File: src/rtl/connect4_board_ctrl.sv
// 4x4 connect-four board owner: places tokens, scans the 10 winning lines serially, reports win/draw.
// Optional UNDO_EN macro adds a single-level undo via undo_req.
module connect4_board_ctrl #(
    parameter int NUM_CELLS = 16,
    parameter int NUM_LINES = 10
) (
    input  logic                 clk,
    input  logic                 rst_n,
    input  logic                 move_valid,
    input  logic [4:0]           cell_index,
    input  logic                 new_game,
`ifdef UNDO_EN
    input  logic                 undo_req,
`endif
    output logic [NUM_CELLS-1:0] board_a,
    output logic [NUM_CELLS-1:0] board_b,
    output logic                 current_player,
    output logic                 busy,
    output logic                 move_ack,
    output logic                 move_err,
    output logic [1:0]           winner,
    output logic                 draw,
    output logic                 game_over
);

    typedef enum logic [2:0] {
        S_IDLE,
        S_PLACE,
        S_CHECK,
        S_DONE,
        S_OVER
    } state_t;

    state_t                 state_q, state_d;
    logic [NUM_CELLS-1:0]   board_a_q, board_a_d;
    logic [NUM_CELLS-1:0]   board_b_q, board_b_d;
    logic                   player_q, player_d;
    logic                   busy_q, busy_d;
    logic                   ack_q, ack_d;
    logic                   err_q, err_d;
    logic                   err_pend_q, err_pend_d;
    logic [1:0]             winner_q, winner_d;
    logic                   draw_q, draw_d;
    logic                   win_q, win_d;
    logic [3:0]             idx_q, idx_d;
    logic [3:0]             line_q, line_d;
    logic                   move_valid_q;
    logic                   mv_rise;
    logic                   move_bad;
    logic                   occupied;
    logic [NUM_CELLS-1:0]   mover_mask;
    logic [NUM_CELLS-1:0]   cur_line;
`ifdef UNDO_EN
    logic                   undo_req_q;
    logic                   undo_rise;
    logic [3:0]             last_idx_q, last_idx_d;
    logic                   last_valid_q, last_valid_d;
`endif

    // Lines 0-3 rows, 4-7 columns, 8 main diagonal, 9 anti-diagonal.
    function automatic logic [NUM_CELLS-1:0] line_mask(input logic [3:0] k);
        logic [NUM_CELLS-1:0] m;
        m = '0;
        if (k < 4'd4) begin
            m = 16'h000F << {k[1:0], 2'b00};
        end else if (k < 4'd8) begin
            m = 16'h1111 << k[1:0];
        end else if (k == 4'd8) begin
            m = 16'h8421;
        end else if (k == 4'd9) begin
            m = 16'h1248;
        end
        return m;
    endfunction

    assign mv_rise    = move_valid & ~move_valid_q;
    assign occupied   = (board_a_q[cell_index[3:0]] | board_b_q[cell_index[3:0]]);
    assign mover_mask = player_q ? board_b_q : board_a_q;
    assign cur_line   = line_mask(line_q);
`ifdef UNDO_EN
    assign undo_rise  = undo_req & ~undo_req_q;
`endif

    always_comb begin
        state_d    = state_q;
        board_a_d  = board_a_q;
        board_b_d  = board_b_q;
        player_d   = player_q;
        busy_d     = busy_q;
        ack_d      = 1'b0;
        err_d      = err_pend_q;
        err_pend_d = 1'b0;
        winner_d   = winner_q;
        draw_d     = draw_q;
        win_d      = win_q;
        idx_d      = idx_q;
        line_d     = line_q;
        move_bad   = 1'b0;
`ifdef UNDO_EN
        last_idx_d   = last_idx_q;
        last_valid_d = last_valid_q;
`endif

        case (state_q)
            S_IDLE: begin
`ifdef UNDO_EN
                if (undo_rise) begin
                    if (last_valid_q) begin
                        // Last mover is the opposite of the player now to move.
                        if (player_q) begin
                            board_a_d[last_idx_q] = 1'b0;
                        end else begin
                            board_b_d[last_idx_q] = 1'b0;
                        end
                        player_d     = ~player_q;
                        last_valid_d = 1'b0;
                    end else begin
                        move_bad = 1'b1;
                    end
                    if (mv_rise) begin
                        move_bad = 1'b1;
                    end
                end else
`endif
                if (mv_rise) begin
                    if ((cell_index > 5'(NUM_CELLS - 1)) || occupied || game_over) begin
                        move_bad = 1'b1;
                    end else begin
                        idx_d   = cell_index[3:0];
                        busy_d  = 1'b1;
                        state_d = S_PLACE;
                    end
                end
            end

            S_PLACE: begin
                if (player_q) begin
                    board_b_d[idx_q] = 1'b1;
                end else begin
                    board_a_d[idx_q] = 1'b1;
                end
                line_d  = '0;
                win_d   = 1'b0;
                state_d = S_CHECK;
`ifdef UNDO_EN
                last_idx_d   = idx_q;
                last_valid_d = 1'b1;
`endif
                move_bad = mv_rise;
            end

            S_CHECK: begin
                if ((mover_mask & cur_line) == cur_line) begin
                    win_d = 1'b1;
                end
                if (line_q == 4'(NUM_LINES - 1)) begin
                    busy_d  = 1'b0;
                    ack_d   = 1'b1;
                    state_d = S_DONE;
                end else begin
                    line_d = line_q + 4'd1;
                end
                move_bad = mv_rise;
            end

            S_DONE: begin
                if (win_q) begin
                    winner_d = player_q ? 2'b10 : 2'b01;
                    state_d  = S_OVER;
                end else if (&(board_a_q | board_b_q)) begin
                    draw_d  = 1'b1;
                    state_d = S_OVER;
                end else begin
                    player_d = ~player_q;
                    state_d  = S_IDLE;
                end
                move_bad = mv_rise;
            end

            S_OVER: begin
                move_bad = mv_rise;
            end

            default: begin
                state_d = S_IDLE;
            end
        endcase

`ifdef UNDO_EN
        if (undo_rise && (state_q != S_IDLE)) begin
            move_bad = 1'b1;
        end
`endif

        // A reject landing on the ack cycle is deferred one cycle so the pulses never overlap.
        if (ack_d) begin
            err_pend_d = err_d | move_bad;
            err_d      = 1'b0;
        end else if (move_bad) begin
            err_d = 1'b1;
        end

        if (new_game) begin
            state_d    = S_IDLE;
            board_a_d  = '0;
            board_b_d  = '0;
            player_d   = 1'b0;
            busy_d     = 1'b0;
            ack_d      = 1'b0;
            err_d      = 1'b0;
            err_pend_d = 1'b0;
            winner_d   = 2'b00;
            draw_d     = 1'b0;
            win_d      = 1'b0;
            line_d     = '0;
`ifdef UNDO_EN
            last_valid_d = 1'b0;
`endif
        end
    end

    always_ff @(posedge clk or negedge rst_n) begin
        if (!rst_n) begin
            state_q      <= S_IDLE;
            board_a_q    <= '0;
            board_b_q    <= '0;
            player_q     <= 1'b0;
            busy_q       <= 1'b0;
            ack_q        <= 1'b0;
            err_q        <= 1'b0;
            err_pend_q   <= 1'b0;
            winner_q     <= 2'b00;
            draw_q       <= 1'b0;
            win_q        <= 1'b0;
            idx_q        <= '0;
            line_q       <= '0;
            move_valid_q <= 1'b0;
`ifdef UNDO_EN
            undo_req_q   <= 1'b0;
            last_idx_q   <= '0;
            last_valid_q <= 1'b0;
`endif
        end else begin
            state_q      <= state_d;
            board_a_q    <= board_a_d;
            board_b_q    <= board_b_d;
            player_q     <= player_d;
            busy_q       <= busy_d;
            ack_q        <= ack_d;
            err_q        <= err_d;
            err_pend_q   <= err_pend_d;
            winner_q     <= winner_d;
            draw_q       <= draw_d;
            win_q        <= win_d;
            idx_q        <= idx_d;
            line_q       <= line_d;
            move_valid_q <= move_valid;
`ifdef UNDO_EN
            undo_req_q   <= undo_req;
            last_idx_q   <= last_idx_d;
            last_valid_q <= last_valid_d;
`endif
        end
    end

    assign board_a        = board_a_q;
    assign board_b        = board_b_q;
    assign current_player = player_q;
    assign busy           = busy_q;
    assign move_ack       = ack_q;
    assign move_err       = err_q;
    assign winner         = winner_q;
    assign draw           = draw_q;
    assign game_over      = (winner_q != 2'b00) | draw_q;

endmodule
File: config.mk
export PLATFORM = sky130hd
export DESIGN_NAME = connect4_board_ctrl
export DESIGN_NICKNAME = d
export VERILOG_FILES = /design/src/rtl/connect4_board_ctrl.sv
export SDC_FILE = /design/constraint.sdc
export NUM_CORES = 1
export LEC_CHECK = 0
export CORE_UTILIZATION = 58
export CTS_CLUSTER_DIAMETER = 50
export DETAILED_ROUTE_END_ITERATION = 10
export GPL_TIMING_DRIVEN = 0
export HOLD_SLACK_MARGIN = 0.08
export PLACE_DENSITY = 0.87
export SLEW_MARGIN = 40
export SYNTH_ARGS = -nofsm -noshare
export SYNTH_HDL_FRONTEND = slang
export SYNTH_SLANG_ARGS = --single-unit
File: constraint.sdc
create_clock -name clk -period 4.75 [get_ports clk]
set_clock_uncertainty 0.2 [all_clocks]
set_input_delay 1.1875 -clock clk [delete_from_list [all_inputs] [get_ports clk]]
set_output_delay 1.1875 -clock clk [all_outputs]
set_load 0.05 [all_outputs]
; Word-level counts from Yosys, hierarchy flattened
; Cells that the tools add are included.
[word_totals]
wordCells = 132
output_inout_bits = 40
in_bits = 9
regBits = 53
[classes]
n_eq_ne = 16
add_sub_neg = 1
bitwise_logic = 11
order_cmp = 6
n_mux = 58
n_reduce_logical = 24
shifts = 2
[op_table]
columns = cell, count
row1 = $mux 16, 10
row2 = $or 16x16->16, 3
row3 = $mux 1, 27
row4 = $mux 3, 6
row5 = $and 16x16->16, 1
row6 = $eq 16x16->1, 1
row7 = $reduce_and 16->1, 1
row8 = $shl 13x2->16 const A, 1
row9 = $shl 4x4->16 const A, 1
row10 = $ne 3x3->1 const B, 5
row11 = $pmux 3 s5, 1
row12 = $mux 13, 1
row13 = $reduce_bool 2->1, 6
row14 = $lt 4x5->1 const B, 2
row15 = $reduce_and 2->1, 5
row16 = $reduce_and 3->1, 3
row17 = $bmux 1 s4, 2
row18 = $eq 4x4->1 const B, 2
row19 = $mux 2, 4
row20 = $mux 4, 2
row21 = $ne 2x2->1 const B, 4
row22 = $pmux 4 s2, 1
row23 = $reduce_and 4->1, 2
row24 = $eq 3x2->1 const B, 2
row25 = other kinds (17), 25

; Longest topological paths before layout
[logic_depth]
depth_word = 11
depth_mapped = 8
ltp_nobuf = 7

; Worst setup path before layout
; OpenSTA, ideal clock, no wires.
[synth_path]
path_kind = in2reg
start = input port cell_index[1]
end = register idx_q[2]
path_slack_ps = 1874
t_required_ps = 4425
setup_time_ps = 125
arrival_time_ps = 2551
n_path_buf = 1
stages = 6
path_cell_list = buf_4 nor4_1 nor3_1 a22o_1 nor4_4 mux2_2
[synth_between]
elab_chain_len = 7
elab_cells_between_ends = 10
classes_between = order compare (1) / mux (4) / bitwise (2) / reduce/logical (3)
[synth_rtl]
columns = item, line
row1 = "start, declared", 10  ; input logic [4:0] cell_index,
row2 = $bmux 1 s4, 77  ; assign occupied = (board_a_q[cell_index[3:0]] | board_b_q[cell_index[3:0]]);
row3 = $mux 1 (implied by the code), 77
row4 = $or 1x1->1, 77
row5 = $logic_or 1x1->1 (*) (2 in series), 126  ; if ((cell_index > 5'(NUM_CELLS - 1)) || occupied || game_over) begin
row6 = $not 1->1 (no line) (*), --
row7 = $reduce_and 3->1 (no line) (*), --
row8 = "end signal, assigned", 255  ; idx_q <= idx_d;
row9 = "end, declared", 45  ; logic [3:0] idx_q, idx_d;
; Mark *: on every way between the ends. The rest lies on a longest branch, timed or not. The select of a mux whose other input is x is not followed.
; A chain may end at the register's enable or synchronous reset.

; Worst setup path after layout
[layout_path]
start = input port cell_index[0]
end = register idx_q[0]
[layout_between]
elab_chain_len = 7
elab_cells_between_ends = 10
classes_between = order compare (1) / mux (4) / bitwise (2) / reduce/logical (3)
[layout_rtl]
columns = item, line
row1 = $bmux 1 s4, 77
row2 = $mux 1 (implied by the code), 77
row3 = $or 1x1->1, 77
row4 = $logic_or 1x1->1 (2 in series), 126
row5 = $not 1->1 (no line), --
row6 = $reduce_and 3->1 (no line), --
; Parallel ways exist; a longest one is shown, timed or not. The select of a mux whose other input is x is not followed.

==> impl_results.md <==
* Run status: complete, no violations
* Design area at 3720 sq um
* Share of cells above drive strength 1 at 8.72%
* Main synth FF type: dfrtp_1
* Sequential share of the synthesized area at 43.5%
* Initial DRC count at 295
* Hold buffer count at cts at 0
* Final Wtd Congestion at 0.985
* Cell count after synthesis at 334
* Antenna viol nets, final at 0
* Crit end category: register
* Site Rows at 26
* Final-report setup violation count at 0
* Via count at 2937
* Synth top area share at 43.5%
* Slew Limit Fails at 0
* Clock slew at reported path FFs at 90 ps
* Post-synth EDFFs at 0
* Min-Delay Endpoint: busy
* Unique masters post-synth at 56
* Detail Placement HPWL at 6.70 mm
* Core box area at 5070 sq um
* Post-Layout Cell Count at 460
* Worst Hold Launch: busy
* CTS H-Tree Depth at 2
* Clock Path Buffers at 2
* Cell Area, Placed at 3630 sq um
* Die area at 5540 sq um
* # clock sinks at 53
* Sw Ratio at 37.7%
* Yosys warning total at 0
* Syn Area/Cell at 9.12 sq um
* Synth Net Count at 347
* RSZ-0062 raised after global routing: no
* I/O pin count at 49
* Max FO, Critical Path at 4
* Crit path DAT at 3330 ps
* Worst skew pair latency at 300 ps
* CTS tree: yes
* Antenna violations before repair at 0
* Antenna diodes at 0
* Seq pwr share at 45.3%
* Worst path required time at 4740 ps
* Total track usage at 33.9%
* Reg-to-reg critical path endpoint: win_q
* Reg-to-reg slack, setup at 2200 ps
* Vias in the first global route at 2673
* Mapped Area at 3050 sq um
* NetSw at 0.440 mW
* Seq cells post-synth at 53
* Largest net degree at the start of global routing at 29
* CP Class: in -> reg
* Initial Utilization at 60.0%
* Combinational share of power at 32.3%
* PortBufs at 48
* CTS root buf: clkbuf_8
* Initial DRT Pass Iterations at 4
* Setup bufs post-CTS at 0
* Max Freq at 0.300 GHz
* Worst setup SP type: primary input
* WHS Path Cells at 1
* DRC at 0
* WL per Instance at 19.5 um
* Post-CTS Resized at 0
* Die width at 74.5 um
* Most common cell after layout, fill and taps aside: nor2_1
* Worst-Margin Slew at 730 ps
* Final nets at 403
* Placed insts at 453
* Final WL at 8.99 mm
* Tcrit/Tclk final at 70.3%
* Pint at 0.726 mW
* First-pass GRT wire length at 13.8 mm
* Via-per-instance ratio at 6.38
* Hold violation count in the final report at 0
* Fin util at 73.3%
* Worst r2r path cells at 8
* Number of buffers created by CTS at 5
* Max VDD drop at 0.230 mV
* Final setup TNS at 0 ps
* Slew Limit Headroom at 51.0%
* Async SR Flop Fraction at 100%
* PwrDens at 313 nW/um^2
* GRT Residual Overflow at 0
* Most frequent cells in the layout: nor2_1, dfrtp_1, clkdlybuf4s50_1, a21oi_1, clkbuf_1
* RR Startpoint: line_q[0]
* Crit path time final at 3340 ps
* Min-delay worst type: reg -> reg
* Area contributors post-synth: dfrtp_1, nor2_1, a21oi_1
* Pleak at 1.51 nW
* Max Cap Viol at 0
* Clock share of power at 22.4%
* Area leader, netlist: dfrtp_1
* Area grow syn2layout at 22.2%
* Die Height at 74.5 um
stage by stage:
step           hold slack [ps]  power, mW  setup slack, ps
6_report                   334       1.17             1410
5_1_grt                    374       1.21             1340
4_1_cts                    339       1.16             1440
3_5_place_dp               321      0.904             1160
3_3_place_gp               278      0.896              745
2_1_floorplan              325      0.767             1870
final cells by class:
| class | count | area [sq um] |
|---|---|---|
| multi-input combinational | 250 | 1580 |
| fill | 399 | 1350 |
| sequential | 53 | 1330 |
| timing repair buffer | 49 | 498 |
| buffer | 22 | 103 |
| tap | 70 | 87.6 |
| clock buffer | 6 | 82.6 |
| inverter | 9 | 33.8 |
| clock inverter | 1 | 7.51 |
per-layer routing:
| metal | up-vias | wire, um | share of wire [%] | global-route usage, % |
|---|---|---|---|---|
| li1 | 1329 | - | - | - |
| met1 | 1443 | 3820 | 42 | 47.4 |
| met2 | 153 | 4360 | 48 | 54.6 |
| met3 | 12 | 666 | 7.4 | 4.88 |
| met4 | 0 | 146 | 1.6 | 10.9 |
| met5 | - | 0 | 0 | 0 |
logic make-up (layout without fill, tap and decap cells):
logic type | count (synthesis) | after routing | share of synthesized area (%)
adder cells (fa/ha/maj) | 4 | 4 | 1.64
flip-flops | 53 | 53 | 43.5
XOR/XNOR | 2 | 2 | 0.575
AND/OR/NAND/NOR | 138 | 138 | 23.7
multiplexers | 22 | 22 | 8.26
AO/OA/AOI/OAI | 84 | 84 | 17.8
buffers and inverters | 31 | 87 | 4.48
synth_stat cells (4+ instances only):
| cell type | count |
|---|---|
| nand3_1 | 4 |
| dfrtp_1 | 53 |
| and2_1 | 5 |
| inv_1 | 9 |
| nor3_1 | 13 |
| nor4_1 | 4 |
| mux2_2 | 12 |
| a41oi_1 | 4 |
| ha_1 | 4 |
| nand2b_1 | 11 |
| a221oi_1 | 5 |
| nor2b_1 | 6 |
| a21oi_1 | 36 |
| o22ai_1 | 10 |
| o21ai_0 | 6 |
| mux2i_1 | 9 |
| buf_2 | 4 |
| nor3b_1 | 4 |
| nand2_1 | 10 |
| clkbuf_1 | 14 |
| nor2_1 | 61 |
flip-flops by register name (all words and copies together) (netlist names):
name / cells
board_a: 16
board_b: 16
idx_q: 4
line_q: 4
state_q: 3
winner: 2
busy: 1
current_player: 1
draw: 1
err_pend_q: 1
move_ack: 1
move_err: 1
move_valid_q: 1
win_q: 1
power by group through the flow:
stage	Combinational [mW]	Sequential, mW	Clock (mW)
4_1_cts	0.371	0.526	0.261
5_1_grt	0.399	0.533	0.278
3_3_place_gp	0.363	0.534	0
6_report	0.376	0.528	0.261
2_1_floorplan	0.164	0.604	0
3_5_place_dp	0.370	0.534	0
critical path: stages:
cell and delay (ps):
clkdlybuf4s50_1 550, nor4b_1 370, nor4b_1 130, a211o_1 360
nor4_4 340, mux2_2 380
worst max path at each step:
stage               depth (start not counted)  slack, ps          start           to
global route                                7       1340  cell_index[1]     idx_q[1]
finish                                      6       1410  cell_index[0]     idx_q[0]
CTS                                         2       1440      winner[1]    game_over
floorplan                                   6       1870  cell_index[1]     idx_q[2]
global placement                            1        740          rst_n  board_a[12]
detailed placement                          6       1160  cell_index[0]     idx_q[2]
Note: power is estimated with default switching activity, not from simulation.
